`config.mk`:
```
export PLATFORM = sky130hd
export DESIGN_NAME = id_queue_flat
export DESIGN_NICKNAME = d
export VERILOG_FILES = /design/src/rtl/id_queue_pkg.sv /design/src/rtl/id_queue_if.sv /design/src/rtl/id_decode_core.sv /design/src/rtl/id_queue.sv /design/src/flat_wrapper.sv
export SDC_FILE = /design/constraint.sdc
export NUM_CORES = 1
export LEC_CHECK = 0
export ABC_AREA = 1
export CAP_MARGIN = 20
export CELL_PAD_IN_SITES_DETAIL_PLACEMENT = 0
export CELL_PAD_IN_SITES_GLOBAL_PLACEMENT = 2
export CORE_MARGIN = 2
export CORE_UTILIZATION = 33
export DETAILED_ROUTE_END_ITERATION = 10
export MAX_ROUTING_LAYER = met4
export PLACE_DENSITY = 0.87
export REMOVE_ABC_BUFFERS = 1
export SLEW_MARGIN = 40
export SYNTH_ARGS = -nofsm -noshare
export SYNTH_HDL_FRONTEND = slang
export SYNTH_SLANG_ARGS = --single-unit
```
`constraint.sdc`:
```
create_clock -name clk -period 4.33 [get_ports clk]
set_input_delay 0.866 -clock clk [delete_from_list [all_inputs] [get_ports clk]]
set_output_delay 0.866 -clock clk [all_outputs]
set_load 0.01 [all_outputs]
```
`src/rtl/id_queue_pkg.sv`:
```
// Shared encodings, field widths and the decoded control bundle for the
// instruction-decode queue.
package id_queue_pkg;

  localparam int INST_WIDTH     = 32;
  localparam int REG_ADDR_WIDTH = 5;
  localparam int CSR_ADDR_WIDTH = 12;

  localparam int OP1_W = 2;
  localparam int OP2_W = 2;
  localparam int ALU_W = 4;
  localparam int BR_W  = 3;
  localparam int WB_W  = 3;
  localparam int MEM_W = 2;
  localparam int SL_W  = 2;

  localparam logic [REG_ADDR_WIDTH-1:0] ZERO_REG     = 5'd0;
  localparam logic [CSR_ADDR_WIDTH-1:0] CSR_MDISABLE = 12'h000;

  localparam logic [OP1_W-1:0] OP1_NONE = 2'd0;
  localparam logic [OP1_W-1:0] OP1_RS1  = 2'd1;
  localparam logic [OP1_W-1:0] OP1_PC   = 2'd2;
  localparam logic [OP1_W-1:0] OP1_ZERO = 2'd3;

  localparam logic [OP2_W-1:0] OP2_NONE = 2'd0;
  localparam logic [OP2_W-1:0] OP2_RS2  = 2'd1;
  localparam logic [OP2_W-1:0] OP2_IMM  = 2'd2;

  localparam logic [ALU_W-1:0] ALU_NOP   = 4'd0;
  localparam logic [ALU_W-1:0] ALU_ADD   = 4'd1;
  localparam logic [ALU_W-1:0] ALU_SUB   = 4'd2;
  localparam logic [ALU_W-1:0] ALU_SLL   = 4'd3;
  localparam logic [ALU_W-1:0] ALU_SLT   = 4'd4;
  localparam logic [ALU_W-1:0] ALU_SLTU  = 4'd5;
  localparam logic [ALU_W-1:0] ALU_XOR   = 4'd6;
  localparam logic [ALU_W-1:0] ALU_SRL   = 4'd7;
  localparam logic [ALU_W-1:0] ALU_SRA   = 4'd8;
  localparam logic [ALU_W-1:0] ALU_OR    = 4'd9;
  localparam logic [ALU_W-1:0] ALU_AND   = 4'd10;
  localparam logic [ALU_W-1:0] ALU_CSRRW = 4'd11;
  localparam logic [ALU_W-1:0] ALU_CSRRS = 4'd12;
  localparam logic [ALU_W-1:0] ALU_CSRRC = 4'd13;

  localparam logic [BR_W-1:0] BR_DISABLE = 3'd0;
  localparam logic [BR_W-1:0] BR_BEQ     = 3'd1;
  localparam logic [BR_W-1:0] BR_BNE     = 3'd2;
  localparam logic [BR_W-1:0] BR_BLT     = 3'd3;
  localparam logic [BR_W-1:0] BR_BGE     = 3'd4;
  localparam logic [BR_W-1:0] BR_BLTU    = 3'd5;
  localparam logic [BR_W-1:0] BR_BGEU    = 3'd6;
  localparam logic [BR_W-1:0] BR_JUMP    = 3'd7;

  localparam logic [WB_W-1:0] WB_NONE = 3'd0;
  localparam logic [WB_W-1:0] WB_ALU  = 3'd1;
  localparam logic [WB_W-1:0] WB_MEM  = 3'd2;
  localparam logic [WB_W-1:0] WB_PC4  = 3'd3;
  localparam logic [WB_W-1:0] WB_CSR  = 3'd4;

  localparam logic [MEM_W-1:0] MEM_DISABLE = 2'd0;
  localparam logic [MEM_W-1:0] MEM_READ    = 2'd1;
  localparam logic [MEM_W-1:0] MEM_WRITE   = 2'd2;

  localparam logic [SL_W-1:0] SL_NONE = 2'd0;
  localparam logic [SL_W-1:0] SL_BYTE = 2'd1;
  localparam logic [SL_W-1:0] SL_HALF = 2'd2;
  localparam logic [SL_W-1:0] SL_WORD = 2'd3;

  localparam logic LOAD_SIGNED   = 1'b1;
  localparam logic LOAD_UNSIGNED = 1'b0;

  localparam logic [6:0] OPC_LUI    = 7'b0110111;
  localparam logic [6:0] OPC_AUIPC  = 7'b0010111;
  localparam logic [6:0] OPC_JAL    = 7'b1101111;
  localparam logic [6:0] OPC_JALR   = 7'b1100111;
  localparam logic [6:0] OPC_BRANCH = 7'b1100011;
  localparam logic [6:0] OPC_LOAD   = 7'b0000011;
  localparam logic [6:0] OPC_STORE  = 7'b0100011;
  localparam logic [6:0] OPC_OP_IMM = 7'b0010011;
  localparam logic [6:0] OPC_OP     = 7'b0110011;
  localparam logic [6:0] OPC_FENCE  = 7'b0001111;
  localparam logic [6:0] OPC_SYSTEM = 7'b1110011;

  localparam logic [INST_WIDTH-1:0] INST_ECALL  = 32'h0000_0073;
  localparam logic [INST_WIDTH-1:0] INST_EBREAK = 32'h0010_0073;

  typedef struct packed {
    logic [REG_ADDR_WIDTH-1:0] rs1;
    logic [REG_ADDR_WIDTH-1:0] rs2;
    logic [REG_ADDR_WIDTH-1:0] rd;
    logic [CSR_ADDR_WIDTH-1:0] csr;
    logic [OP1_W-1:0]          op1;
    logic [OP2_W-1:0]          op2;
    logic [ALU_W-1:0]          alu;
    logic [BR_W-1:0]           br;
    logic [WB_W-1:0]           wb;
    logic [MEM_W-1:0]          mem;
    logic [SL_W-1:0]           sl;
    logic                      load_sign;
    logic                      illegal;
    logic                      ecall;
    logic                      ebreak;
  } ctrl_t;

  // Bundle used for reset contents and for squashing illegal/system entries.
  function automatic ctrl_t ctrl_nop();
    ctrl_t c;
    c.rs1       = ZERO_REG;
    c.rs2       = ZERO_REG;
    c.rd        = ZERO_REG;
    c.csr       = CSR_MDISABLE;
    c.op1       = OP1_NONE;
    c.op2       = OP2_NONE;
    c.alu       = ALU_NOP;
    c.br        = BR_DISABLE;
    c.wb        = WB_NONE;
    c.mem       = MEM_DISABLE;
    c.sl        = SL_NONE;
    c.load_sign = LOAD_SIGNED;
    c.illegal   = 1'b0;
    c.ecall     = 1'b0;
    c.ebreak    = 1'b0;
    return c;
  endfunction

  function automatic logic opcode_known(input logic [6:0] opc);
    logic known;
    case (opc)
      OPC_LUI, OPC_AUIPC, OPC_JAL, OPC_JALR, OPC_BRANCH, OPC_LOAD,
      OPC_STORE, OPC_OP_IMM, OPC_OP, OPC_FENCE, OPC_SYSTEM: known = 1'b1;
      default:                                              known = 1'b0;
    endcase
    return known;
  endfunction

endpackage

```
`src/rtl/id_queue_if.sv`:
```
// Fetch-side and execute-side handshake plus decoded head fields of id_queue.
interface id_queue_if #(
  parameter int XLEN  = 32,
  parameter int CNT_W = 2
);
  import id_queue_pkg::*;

  logic                      flush_i;
  logic                      in_valid_i;
  logic                      in_ready_o;
  logic [INST_WIDTH-1:0]     inst_i;
  logic [XLEN-1:0]           inst_addr_i;
  logic                      out_valid_o;
  logic                      out_ready_i;
  logic [INST_WIDTH-1:0]     inst_o;
  logic [XLEN-1:0]           inst_addr_o;
  logic [REG_ADDR_WIDTH-1:0] rs1_raddr_o;
  logic [REG_ADDR_WIDTH-1:0] rs2_raddr_o;
  logic [REG_ADDR_WIDTH-1:0] rd_waddr_o;
  logic [CSR_ADDR_WIDTH-1:0] csr_addr_o;
  logic [XLEN-1:0]           imm_o;
  logic [OP1_W-1:0]          op1_sel_o;
  logic [OP2_W-1:0]          op2_sel_o;
  logic [ALU_W-1:0]          alu_sel_o;
  logic [BR_W-1:0]           br_sel_o;
  logic [WB_W-1:0]           wb_sel_o;
  logic [MEM_W-1:0]          mem_rw_o;
  logic [SL_W-1:0]           byte_sel_o;
  logic                      load_sign_o;
  logic                      illegal_o;
  logic                      ecall_o;
  logic                      ebreak_o;
  logic [CNT_W-1:0]          count_o;

  modport slave (
    input  flush_i, in_valid_i, inst_i, inst_addr_i, out_ready_i,
    output in_ready_o, out_valid_o, inst_o, inst_addr_o, rs1_raddr_o,
           rs2_raddr_o, rd_waddr_o, csr_addr_o, imm_o, op1_sel_o, op2_sel_o,
           alu_sel_o, br_sel_o, wb_sel_o, mem_rw_o, byte_sel_o, load_sign_o,
           illegal_o, ecall_o, ebreak_o, count_o
  );

  modport master (
    output flush_i, in_valid_i, inst_i, inst_addr_i, out_ready_i,
    input  in_ready_o, out_valid_o, inst_o, inst_addr_o, rs1_raddr_o,
           rs2_raddr_o, rd_waddr_o, csr_addr_o, imm_o, op1_sel_o, op2_sel_o,
           alu_sel_o, br_sel_o, wb_sel_o, mem_rw_o, byte_sel_o, load_sign_o,
           illegal_o, ecall_o, ebreak_o, count_o
  );

endinterface

```
`src/rtl/id_decode_core.sv`:
```
// Combinational RV32I/Zicsr decoder: one instruction word to a control bundle
// plus immediate, with illegal/ECALL/EBREAK detection.
module id_decode_core
  import id_queue_pkg::*;
#(
  parameter int XLEN = 32
) (
  input  logic [INST_WIDTH-1:0] inst_i,
  output ctrl_t                 ctrl_o,
  output logic [XLEN-1:0]       imm_o
);

  logic [6:0]  opcode_s;
  logic [2:0]  funct3_s;
  logic [6:0]  funct7_s;
  logic [31:0] imm_i_s;
  logic [31:0] imm_s_s;
  logic [31:0] imm_b_s;
  logic [31:0] imm_u_s;
  logic [31:0] imm_j_s;
  logic [31:0] imm_raw_s;
  logic [31:0] imm_fin_s;
  ctrl_t       dec_s;
  logic        illegal_s;
  logic        ecall_s;
  logic        ebreak_s;

  assign opcode_s = inst_i[6:0];
  assign funct3_s = inst_i[14:12];
  assign funct7_s = inst_i[31:25];
  assign imm_i_s  = {{20{inst_i[31]}}, inst_i[31:20]};
  assign imm_s_s  = {{20{inst_i[31]}}, inst_i[31:25], inst_i[11:7]};
  assign imm_b_s  = {{19{inst_i[31]}}, inst_i[31], inst_i[7], inst_i[30:25], inst_i[11:8], 1'b0};
  assign imm_u_s  = {inst_i[31:12], 12'd0};
  assign imm_j_s  = {{11{inst_i[31]}}, inst_i[31], inst_i[19:12], inst_i[20], inst_i[30:21], 1'b0};

  // Field decode per opcode; illegal encodings only raise illegal_s here.
  always_comb begin
    dec_s     = ctrl_nop();
    imm_raw_s = 32'd0;
    illegal_s = ~opcode_known(opcode_s) | (inst_i[1:0] != 2'b11);
    ecall_s   = 1'b0;
    ebreak_s  = 1'b0;
    case (opcode_s)
      OPC_LUI, OPC_AUIPC: begin
        dec_s.rd  = inst_i[11:7];
        dec_s.op1 = (opcode_s == OPC_LUI) ? OP1_ZERO : OP1_PC;
        dec_s.op2 = OP2_IMM;
        dec_s.alu = ALU_ADD;
        dec_s.wb  = WB_ALU;
        imm_raw_s = imm_u_s;
      end
      OPC_JAL, OPC_JALR: begin
        dec_s.rd  = inst_i[11:7];
        dec_s.rs1 = (opcode_s == OPC_JALR) ? inst_i[19:15] : ZERO_REG;
        dec_s.op1 = (opcode_s == OPC_JALR) ? OP1_RS1 : OP1_PC;
        dec_s.op2 = OP2_IMM;
        dec_s.alu = ALU_ADD;
        dec_s.br  = BR_JUMP;
        dec_s.wb  = WB_PC4;
        imm_raw_s = (opcode_s == OPC_JALR) ? imm_i_s : imm_j_s;
      end
      OPC_BRANCH: begin
        dec_s.rs1 = inst_i[19:15];
        dec_s.rs2 = inst_i[24:20];
        dec_s.op1 = OP1_PC;
        dec_s.op2 = OP2_IMM;
        dec_s.alu = ALU_ADD;
        imm_raw_s = imm_b_s;
        case (funct3_s)
          3'd0:    dec_s.br = BR_BEQ;
          3'd1:    dec_s.br = BR_BNE;
          3'd4:    dec_s.br = BR_BLT;
          3'd5:    dec_s.br = BR_BGE;
          3'd6:    dec_s.br = BR_BLTU;
          3'd7:    dec_s.br = BR_BGEU;
          default: illegal_s = 1'b1;
        endcase
      end
      OPC_LOAD: begin
        dec_s.rs1       = inst_i[19:15];
        dec_s.rd        = inst_i[11:7];
        dec_s.op1       = OP1_RS1;
        dec_s.op2       = OP2_IMM;
        dec_s.alu       = ALU_ADD;
        dec_s.mem       = MEM_READ;
        dec_s.wb        = WB_MEM;
        dec_s.load_sign = funct3_s[2] ? LOAD_UNSIGNED : LOAD_SIGNED;
        imm_raw_s       = imm_i_s;
        case (funct3_s)
          3'd0, 3'd4: dec_s.sl = SL_BYTE;
          3'd1, 3'd5: dec_s.sl = SL_HALF;
          3'd2:       dec_s.sl = SL_WORD;
          default:    illegal_s = 1'b1;
        endcase
      end
      OPC_STORE: begin
        dec_s.rs1 = inst_i[19:15];
        dec_s.rs2 = inst_i[24:20];
        dec_s.op1 = OP1_RS1;
        dec_s.op2 = OP2_IMM;
        dec_s.alu = ALU_ADD;
        dec_s.mem = MEM_WRITE;
        imm_raw_s = imm_s_s;
        case (funct3_s)
          3'd0:    dec_s.sl = SL_BYTE;
          3'd1:    dec_s.sl = SL_HALF;
          3'd2:    dec_s.sl = SL_WORD;
          default: illegal_s = 1'b1;
        endcase
      end
      OPC_OP_IMM: begin
        dec_s.rs1 = inst_i[19:15];
        dec_s.rd  = inst_i[11:7];
        dec_s.op1 = OP1_RS1;
        dec_s.op2 = OP2_IMM;
        dec_s.wb  = WB_ALU;
        imm_raw_s = imm_i_s;
        case (funct3_s)
          3'd0: dec_s.alu = ALU_ADD;
          3'd2: dec_s.alu = ALU_SLT;
          3'd3: dec_s.alu = ALU_SLTU;
          3'd4: dec_s.alu = ALU_XOR;
          3'd6: dec_s.alu = ALU_OR;
          3'd7: dec_s.alu = ALU_AND;
          3'd1: begin
            imm_raw_s = {27'd0, inst_i[24:20]};
            dec_s.alu = ALU_SLL;
            illegal_s = illegal_s | (funct7_s != 7'h00);
          end
          default: begin
            // Shift amount only; the funct7 bit must not leak into the operand.
            imm_raw_s = {27'd0, inst_i[24:20]};
            dec_s.alu = (funct7_s == 7'h20) ? ALU_SRA : ALU_SRL;
            illegal_s = illegal_s | ((funct7_s != 7'h00) & (funct7_s != 7'h20));
          end
        endcase
      end
      OPC_OP: begin
        dec_s.rs1 = inst_i[19:15];
        dec_s.rs2 = inst_i[24:20];
        dec_s.rd  = inst_i[11:7];
        dec_s.op1 = OP1_RS1;
        dec_s.op2 = OP2_RS2;
        dec_s.wb  = WB_ALU;
        case ({funct7_s, funct3_s})
          {7'h00, 3'd0}: dec_s.alu = ALU_ADD;
          {7'h00, 3'd1}: dec_s.alu = ALU_SLL;
          {7'h00, 3'd2}: dec_s.alu = ALU_SLT;
          {7'h00, 3'd3}: dec_s.alu = ALU_SLTU;
          {7'h00, 3'd4}: dec_s.alu = ALU_XOR;
          {7'h00, 3'd5}: dec_s.alu = ALU_SRL;
          {7'h00, 3'd6}: dec_s.alu = ALU_OR;
          {7'h00, 3'd7}: dec_s.alu = ALU_AND;
          {7'h20, 3'd0}: dec_s.alu = ALU_SUB;
          {7'h20, 3'd5}: dec_s.alu = ALU_SRA;
          default:       illegal_s = 1'b1;
        endcase
      end
      OPC_FENCE: begin
        illegal_s = illegal_s | (funct3_s[2:1] != 2'b00);
      end
      OPC_SYSTEM: begin
        case (funct3_s)
          3'd0: begin
            ecall_s   = (inst_i == INST_ECALL);
            ebreak_s  = (inst_i == INST_EBREAK);
            illegal_s = illegal_s | ~(ecall_s | ebreak_s);
          end
          3'd4: illegal_s = 1'b1;
          default: begin
            dec_s.rd  = inst_i[11:7];
            dec_s.csr = inst_i[31:20];
            dec_s.wb  = WB_CSR;
            case (funct3_s[1:0])
              2'd1:    dec_s.alu = ALU_CSRRW;
              2'd2:    dec_s.alu = ALU_CSRRS;
              default: dec_s.alu = ALU_CSRRC;
            endcase
            if (funct3_s[2]) begin
              dec_s.op2 = OP2_IMM;
              imm_raw_s = {27'd0, inst_i[19:15]};
            end else begin
              dec_s.rs1 = inst_i[19:15];
              dec_s.op1 = OP1_RS1;
            end
          end
        endcase
      end
      default: dec_s = ctrl_nop();
    endcase
  end

  // Squash everything but the exception flag for illegal and trap entries.
  always_comb begin
    ctrl_o    = ctrl_nop();
    imm_fin_s = 32'd0;
    if (illegal_s) begin
      ctrl_o.illegal = 1'b1;
    end else if (ecall_s | ebreak_s) begin
      ctrl_o.ecall  = ecall_s;
      ctrl_o.ebreak = ebreak_s;
    end else begin
      ctrl_o    = dec_s;
      imm_fin_s = imm_raw_s;
    end
  end

  assign imm_o = XLEN'($signed(imm_fin_s));

endmodule

```
`src/rtl/id_queue.sv`:
```
// Registered decode queue: decodes the fetch word on push and holds DEPTH
// decoded bundles; all head outputs come from the entry registers.
module id_queue
  import id_queue_pkg::*;
#(
  parameter int XLEN  = 32,
  parameter int DEPTH = 2,
  parameter int CNT_W = $clog2(DEPTH + 1)
) (
  input  logic       clk,
  input  logic       rst,
  id_queue_if.slave  bus
);

  localparam int PTR_W = $clog2(DEPTH);

  ctrl_t                 dec_ctrl_s;
  logic [XLEN-1:0]       dec_imm_s;
  logic                  in_ready_s;
  logic                  out_valid_s;
  logic                  push_s;
  logic                  pop_s;

  logic [PTR_W-1:0]      wr_ptr_q, wr_ptr_d;
  logic [PTR_W-1:0]      rd_ptr_q, rd_ptr_d;
  logic [CNT_W-1:0]      count_q, count_d;
  ctrl_t                 ctrl_mem_q [DEPTH];
  ctrl_t                 ctrl_mem_d [DEPTH];
  logic [XLEN-1:0]       imm_mem_q  [DEPTH];
  logic [XLEN-1:0]       imm_mem_d  [DEPTH];
  logic [INST_WIDTH-1:0] inst_mem_q [DEPTH];
  logic [INST_WIDTH-1:0] inst_mem_d [DEPTH];
  logic [XLEN-1:0]       addr_mem_q [DEPTH];
  logic [XLEN-1:0]       addr_mem_d [DEPTH];

  id_decode_core #(.XLEN(XLEN)) u_decode (
    .inst_i (bus.inst_i),
    .ctrl_o (dec_ctrl_s),
    .imm_o  (dec_imm_s)
  );

  // Ready looks only at occupancy and flush, so a full queue cannot accept
  // in the same cycle it is drained.
  assign in_ready_s  = (count_q != CNT_W'(DEPTH)) & ~bus.flush_i;
  assign out_valid_s = (count_q != CNT_W'(0));
  assign push_s      = bus.in_valid_i & in_ready_s & ~bus.flush_i;
  assign pop_s       = out_valid_s & bus.out_ready_i & ~bus.flush_i;

  // Next-state for pointers, occupancy and entry storage.
  always_comb begin
    ctrl_mem_d = ctrl_mem_q;
    imm_mem_d  = imm_mem_q;
    inst_mem_d = inst_mem_q;
    addr_mem_d = addr_mem_q;
    wr_ptr_d   = wr_ptr_q;
    rd_ptr_d   = rd_ptr_q;
    count_d    = count_q;
    if (push_s) begin
      ctrl_mem_d[wr_ptr_q] = dec_ctrl_s;
      imm_mem_d[wr_ptr_q]  = dec_imm_s;
      inst_mem_d[wr_ptr_q] = bus.inst_i;
      addr_mem_d[wr_ptr_q] = bus.inst_addr_i;
      wr_ptr_d             = wr_ptr_q + PTR_W'(1);
    end else begin
      wr_ptr_d = wr_ptr_q;
    end
    if (pop_s) begin
      rd_ptr_d = rd_ptr_q + PTR_W'(1);
    end else begin
      rd_ptr_d = rd_ptr_q;
    end
    case ({push_s, pop_s})
      2'b10:   count_d = count_q + CNT_W'(1);
      2'b01:   count_d = count_q - CNT_W'(1);
      default: count_d = count_q;
    endcase
    if (bus.flush_i) begin
      wr_ptr_d = PTR_W'(0);
      rd_ptr_d = PTR_W'(0);
      count_d  = CNT_W'(0);
    end else begin
      count_d = count_d;
    end
  end

  // State registers; entries reset to the NOP bundle.
  always_ff @(posedge clk or negedge rst) begin
    if (!rst) begin
      wr_ptr_q <= PTR_W'(0);
      rd_ptr_q <= PTR_W'(0);
      count_q  <= CNT_W'(0);
      for (int i = 0; i < DEPTH; i++) begin
        ctrl_mem_q[i] <= ctrl_nop();
        imm_mem_q[i]  <= XLEN'(0);
        inst_mem_q[i] <= 32'd0;
        addr_mem_q[i] <= XLEN'(0);
      end
    end else begin
      wr_ptr_q   <= wr_ptr_d;
      rd_ptr_q   <= rd_ptr_d;
      count_q    <= count_d;
      ctrl_mem_q <= ctrl_mem_d;
      imm_mem_q  <= imm_mem_d;
      inst_mem_q <= inst_mem_d;
      addr_mem_q <= addr_mem_d;
    end
  end

  assign bus.in_ready_o  = in_ready_s;
  assign bus.out_valid_o = out_valid_s;
  assign bus.count_o     = count_q;
  assign bus.inst_o      = inst_mem_q[rd_ptr_q];
  assign bus.inst_addr_o = addr_mem_q[rd_ptr_q];
  assign bus.imm_o       = imm_mem_q[rd_ptr_q];
  assign bus.rs1_raddr_o = ctrl_mem_q[rd_ptr_q].rs1;
  assign bus.rs2_raddr_o = ctrl_mem_q[rd_ptr_q].rs2;
  assign bus.rd_waddr_o  = ctrl_mem_q[rd_ptr_q].rd;
  assign bus.csr_addr_o  = ctrl_mem_q[rd_ptr_q].csr;
  assign bus.op1_sel_o   = ctrl_mem_q[rd_ptr_q].op1;
  assign bus.op2_sel_o   = ctrl_mem_q[rd_ptr_q].op2;
  assign bus.alu_sel_o   = ctrl_mem_q[rd_ptr_q].alu;
  assign bus.br_sel_o    = ctrl_mem_q[rd_ptr_q].br;
  assign bus.wb_sel_o    = ctrl_mem_q[rd_ptr_q].wb;
  assign bus.mem_rw_o    = ctrl_mem_q[rd_ptr_q].mem;
  assign bus.byte_sel_o  = ctrl_mem_q[rd_ptr_q].sl;
  assign bus.load_sign_o = ctrl_mem_q[rd_ptr_q].load_sign;
  assign bus.illegal_o   = ctrl_mem_q[rd_ptr_q].illegal;
  assign bus.ecall_o     = ctrl_mem_q[rd_ptr_q].ecall;
  assign bus.ebreak_o    = ctrl_mem_q[rd_ptr_q].ebreak;

endmodule
```
`src/flat_wrapper.sv`:
```
// flat-port wrapper written by rule: the top's interface ports become plain ports
module id_queue_flat import id_queue_pkg::*;
#(
  parameter int XLEN  = 32,
  parameter int DEPTH = 2,
  parameter int CNT_W = $clog2(DEPTH + 1)
)
  (clk, rst, bus_flush_i, bus_in_valid_i, bus_inst_i, bus_inst_addr_i, bus_out_ready_i, bus_in_ready_o, bus_out_valid_o, bus_inst_o, bus_inst_addr_o, bus_rs1_raddr_o, bus_rs2_raddr_o, bus_rd_waddr_o, bus_csr_addr_o, bus_imm_o, bus_op1_sel_o, bus_op2_sel_o, bus_alu_sel_o, bus_br_sel_o, bus_wb_sel_o, bus_mem_rw_o, bus_byte_sel_o, bus_load_sign_o, bus_illegal_o, bus_ecall_o, bus_ebreak_o, bus_count_o);
  id_queue_if #(.XLEN(XLEN), .CNT_W(CNT_W)) bus_i ();
  input  logic clk;
  input  logic rst;
  input wire logic [$bits(bus_i.flush_i)-1:0] bus_flush_i;
  input wire logic [$bits(bus_i.in_valid_i)-1:0] bus_in_valid_i;
  input wire logic [$bits(bus_i.inst_i)-1:0] bus_inst_i;
  input wire logic [$bits(bus_i.inst_addr_i)-1:0] bus_inst_addr_i;
  input wire logic [$bits(bus_i.out_ready_i)-1:0] bus_out_ready_i;
  output wire logic [$bits(bus_i.in_ready_o)-1:0] bus_in_ready_o;
  output wire logic [$bits(bus_i.out_valid_o)-1:0] bus_out_valid_o;
  output wire logic [$bits(bus_i.inst_o)-1:0] bus_inst_o;
  output wire logic [$bits(bus_i.inst_addr_o)-1:0] bus_inst_addr_o;
  output wire logic [$bits(bus_i.rs1_raddr_o)-1:0] bus_rs1_raddr_o;
  output wire logic [$bits(bus_i.rs2_raddr_o)-1:0] bus_rs2_raddr_o;
  output wire logic [$bits(bus_i.rd_waddr_o)-1:0] bus_rd_waddr_o;
  output wire logic [$bits(bus_i.csr_addr_o)-1:0] bus_csr_addr_o;
  output wire logic [$bits(bus_i.imm_o)-1:0] bus_imm_o;
  output wire logic [$bits(bus_i.op1_sel_o)-1:0] bus_op1_sel_o;
  output wire logic [$bits(bus_i.op2_sel_o)-1:0] bus_op2_sel_o;
  output wire logic [$bits(bus_i.alu_sel_o)-1:0] bus_alu_sel_o;
  output wire logic [$bits(bus_i.br_sel_o)-1:0] bus_br_sel_o;
  output wire logic [$bits(bus_i.wb_sel_o)-1:0] bus_wb_sel_o;
  output wire logic [$bits(bus_i.mem_rw_o)-1:0] bus_mem_rw_o;
  output wire logic [$bits(bus_i.byte_sel_o)-1:0] bus_byte_sel_o;
  output wire logic [$bits(bus_i.load_sign_o)-1:0] bus_load_sign_o;
  output wire logic [$bits(bus_i.illegal_o)-1:0] bus_illegal_o;
  output wire logic [$bits(bus_i.ecall_o)-1:0] bus_ecall_o;
  output wire logic [$bits(bus_i.ebreak_o)-1:0] bus_ebreak_o;
  output wire logic [$bits(bus_i.count_o)-1:0] bus_count_o;
  assign bus_i.flush_i = bus_flush_i;
  assign bus_i.in_valid_i = bus_in_valid_i;
  assign bus_i.inst_i = bus_inst_i;
  assign bus_i.inst_addr_i = bus_inst_addr_i;
  assign bus_i.out_ready_i = bus_out_ready_i;
  assign bus_in_ready_o = bus_i.in_ready_o;
  assign bus_out_valid_o = bus_i.out_valid_o;
  assign bus_inst_o = bus_i.inst_o;
  assign bus_inst_addr_o = bus_i.inst_addr_o;
  assign bus_rs1_raddr_o = bus_i.rs1_raddr_o;
  assign bus_rs2_raddr_o = bus_i.rs2_raddr_o;
  assign bus_rd_waddr_o = bus_i.rd_waddr_o;
  assign bus_csr_addr_o = bus_i.csr_addr_o;
  assign bus_imm_o = bus_i.imm_o;
  assign bus_op1_sel_o = bus_i.op1_sel_o;
  assign bus_op2_sel_o = bus_i.op2_sel_o;
  assign bus_alu_sel_o = bus_i.alu_sel_o;
  assign bus_br_sel_o = bus_i.br_sel_o;
  assign bus_wb_sel_o = bus_i.wb_sel_o;
  assign bus_mem_rw_o = bus_i.mem_rw_o;
  assign bus_byte_sel_o = bus_i.byte_sel_o;
  assign bus_load_sign_o = bus_i.load_sign_o;
  assign bus_illegal_o = bus_i.illegal_o;
  assign bus_ecall_o = bus_i.ecall_o;
  assign bus_ebreak_o = bus_i.ebreak_o;
  assign bus_count_o = bus_i.count_o;
  id_queue #(.XLEN(XLEN), .DEPTH(DEPTH), .CNT_W(CNT_W)) u_core (.clk(clk), .rst(rst), .bus(bus_i));
endmodule
```
==> impl_metrics.env <==
export IMPL_hold_path_class="input port to async pin"
export IMPL_grt_pass1_vias=12800
export IMPL_dieArea_um2=45000
export IMPL_ys_seq_area_share_pct=51.5
export IMPL_io_buffer_count=217
export IMPL_syn_area_um2=14300
export IMPL_timing_fmax_ghz=0.288
export IMPL_initialDrtViolationCount=944
export IMPL_path_class="register to output pin"
export IMPL_wl_per_cell_um=17.2
export IMPL_setup_viol=0
export IMPL_post_cts_buffers=0
export IMPL_maxCapViolations=0
export IMPL_ctsResizeCount=0
export IMPL_grt_use_total_pct=21.6
export IMPL_switching_power_uw=2880
export IMPL_cp_required_ns=3.46
export IMPL_path_clk_slew_ns=0.05
export IMPL_slowest_delay_ns=0.64
export IMPL_fin_crit_ns=3.47
export IMPL_crit_chain="buf_4, nand2_1, o21ai_0, clkdlybuf4s50_1"
export IMPL_num_vias=13200
export IMPL_switching_share_pct=31.5
export IMPL_clock_sinks=294
export IMPL_die_height_um=212
export IMPL_die_width_um=212
export IMPL_r2r_setup_slack_ns=2.08
export IMPL_drc=0
export IMPL_crit_path_start_kind="register"
export IMPL_ys_types=31
export IMPL_layout_common_cells="nand2_1 (871), dfrtp_1 (291), o21ai_0 (224), clkdlybuf4s50_1 (216), inv_1 (125)"
export IMPL_rr_startpoint="u_core.bus.count_o[0]$_DFFE_PN0P_"
export IMPL_p_seq_share_pct=39.5
export IMPL_tightest_slew_ns=0.725
export IMPL_nNetsFinal=2144
export IMPL_postRouteAntennaNets=0
export IMPL_leakagePower_uw=0.00902
export IMPL_drive_gt1_share_pct=5.24
export IMPL_cts_buffers=36
export IMPL_post_route_period_util_pct=80.1
export IMPL_drt_first_pass_iters=5
export IMPL_rr_worst_depth=8
export IMPL_cts_hold_buf=0
export IMPL_max_vdd_ir_drop_uv=343
export IMPL_io_pins=218
export IMPL_cts_max_path_buffers=3
export IMPL_arrival_ns=2.60
export IMPL_cpLargestDelayFamily="buffers and inverters"
export IMPL_cts_tree="done"
export IMPL_finalPower_uw=9150
export IMPL_initial_utilization_pct=33.3
export IMPL_dpl_worst_slack_ns=0.484
export IMPL_fin_util_pct=42.6
export IMPL_areaGrowthSynthToFinish_pct=27.6
export IMPL_slew_headroom_pct=51.7
export IMPL_syn_area_per_cell_um2=7.47
export IMPL_r2r_end="u_core.ctrl_mem_q[83]$_DFFE_PN0P_"
export IMPL_nFillCells=4430
export IMPL_comb_power_share_pct=27.3
export IMPL_clkPwrFrac_pct=33.3
export IMPL_fin_skew_ns=0.0179
export IMPL_cp_slowest_cell="clkdlybuf4s50_1"
export IMPL_wl_mm=46.3
export IMPL_grt_max_degree=202
export IMPL_synth_seq_cells=294
export IMPL_cp_end_kind="output pin"
export IMPL_setup_slack_ns=0.861
export IMPL_yosysWarnings=0
export IMPL_grt_setup_unrepaired="false"
export IMPL_final_common_cell="nand2_1"
export IMPL_power_density_nw_per_um2=501
export IMPL_root_buffer="clkbuf_16"
export IMPL_gp_congestion=0.882
export IMPL_report_final_hold_viol_count=0
export IMPL_place_hpwl_mm=29.3
export IMPL_viasPerCell=4.90
export IMPL_drv_slew=0
export IMPL_p_int_uw=6270
export IMPL_status="complete, no violations"
export IMPL_antenna_found_initial=1
export IMPL_overflow=0
export IMPL_finalSetupTns_ns=0
export IMPL_design_core_area_um2=42900
export IMPL_synthCells=1915
export IMPL_cp_max_fo=54
export IMPL_clkLatencyLatePin_ns=0.54
export IMPL_grt_pass1_wl_mm=73.6
export IMPL_htreeDepth=2
export IMPL_rows=76
export IMPL_cp_buffers_inverters=2
[logic make-up (layout without fill, tap and decap cells)]
group	after synthesis	count (layout)	synth area share, %
compound gates	254	254	9.22
buf+inv	261	447	7.52
flops	294	294	51.5
simple gates	1105	1105	31.7
other cells	0	1	0
xor+xnor	1	1	0.0612
[stage by stage]
step,cells,hold slack (ns),instance area [um^2]
finish,2687,0.197,18300
global route,2687,0.195,18300
CTS,2685,0.177,18200
detailed placement,2621,0.459,17000
global placement,2620,0.453,17000
floorplan,1788,0.442,13700
[worst max-delay path by stage]
stage | start | to | slack (ns) | cells past startpoint
final | u_core.rd_ptr_q$_DFFE_PN0P_ | bus_inst_o[4] | 0.86 | 4
after global routing | u_core.rd_ptr_q$_DFFE_PN0P_ | bus_inst_o[4] | 0.68 | 4
after CTS | u_core.rd_ptr_q$_DFFE_PN0P_ | bus_inst_o[4] | 0.76 | 4
after detailed placement | bus_inst_i[1] | u_core.imm_mem_q[32]$_DFFE_PN0P_ | 0.48 | 13
after global placement | bus_inst_i[2] | u_core.imm_mem_q[34]$_DFFE_PN0P_ | 0.47 | 12
after floorplan | bus_flush_i | u_core.ctrl_mem_q[67]$_DFFE_PN0P_ | -5.69 | 6
[synthesized netlist by cell type]
cell / n / area share, %
a31oi_1: 2 / 0.087
nand4_1: 121 / 5.3
nand2_2: 3 / 0.13
nor3_1: 4 / 0.14
buf_6: 12 / 0.94
buf_2: 2 / 0.070
inv_2: 7 / 0.18
buf_1: 18 / 0.47
nand3_2: 1 / 0.070
o22ai_1: 1 / 0.044
dfrtp_1: 292 / 51
dfstp_2: 2 / 0.37
nor2_1: 64 / 1.7
buf_4: 1 / 0.053
o21a_1: 1 / 0.053
xor2_1: 1 / 0.061
o21ai_0: 224 / 7.8
o221ai_1: 6 / 0.37
a21oi_1: 13 / 0.45
inv_1: 127 / 3.3
nor3_2: 1 / 0.070
nand3_1: 33 / 1.2
or2_2: 1 / 0.044
nand2_1: 871 / 23
o31ai_1: 1 / 0.053
o211ai_1: 3 / 0.16
o21bai_1: 2 / 0.10
nor2_2: 5 / 0.22
clkbuf_1: 94 / 2.5
nand2_4: 1 / 0.079
o32ai_1: 1 / 0.061
[sequential cells by signal, indices dropped and copies added (netlist names)]
| register | cells |
|---|---|
| u_core.bus.count_o | 2 |
| u_core.addr_mem_q | 64 |
| u_core.ctrl_mem_q | 98 |
| u_core.rd_ptr_q | 1 |
| u_core.inst_mem_q | 64 |
| u_core.imm_mem_q | 64 |
| u_core.wr_ptr_q | 1 |
[worst reg2reg max path, delay by kind of cell, from the launching register on]
family          cells  cell delay, ns
buf+inv             3            0.91
simple gates        4            0.74
flops               1            0.37
compound gates      1            0.16
[per-layer routing]
layer	GRT usage, %	part of all wire, %
met5	-	0
met4	5.80	1.9
met3	3.38	5.0
met2	32.8	46
met1	30.1	47
[cell type report]
cell class,instances,area (um^2),area share [%]
multi-input combinational,1360,5890,32.3
antenna,1,2.50,0.0137
clock inverter,3,51.3,0.281
inverter,134,508,2.78
clock buffer,61,1140,6.23
tap,585,732,4.01
sequential,294,7360,40.3
timing repair buffer,249,2570,14.1
[power by group through the flow]
stage               logic [uW]  registers (uW)  clock network, uW
finish                    2490            3610               3050
global route              2790            3680               3250
CTS                       2530            3610               3120
detailed placement        2510            3660                  0
global placement          2490            3640                  0
floorplan                 1160            3660                  0
Power figures use the tool's default switching activity.
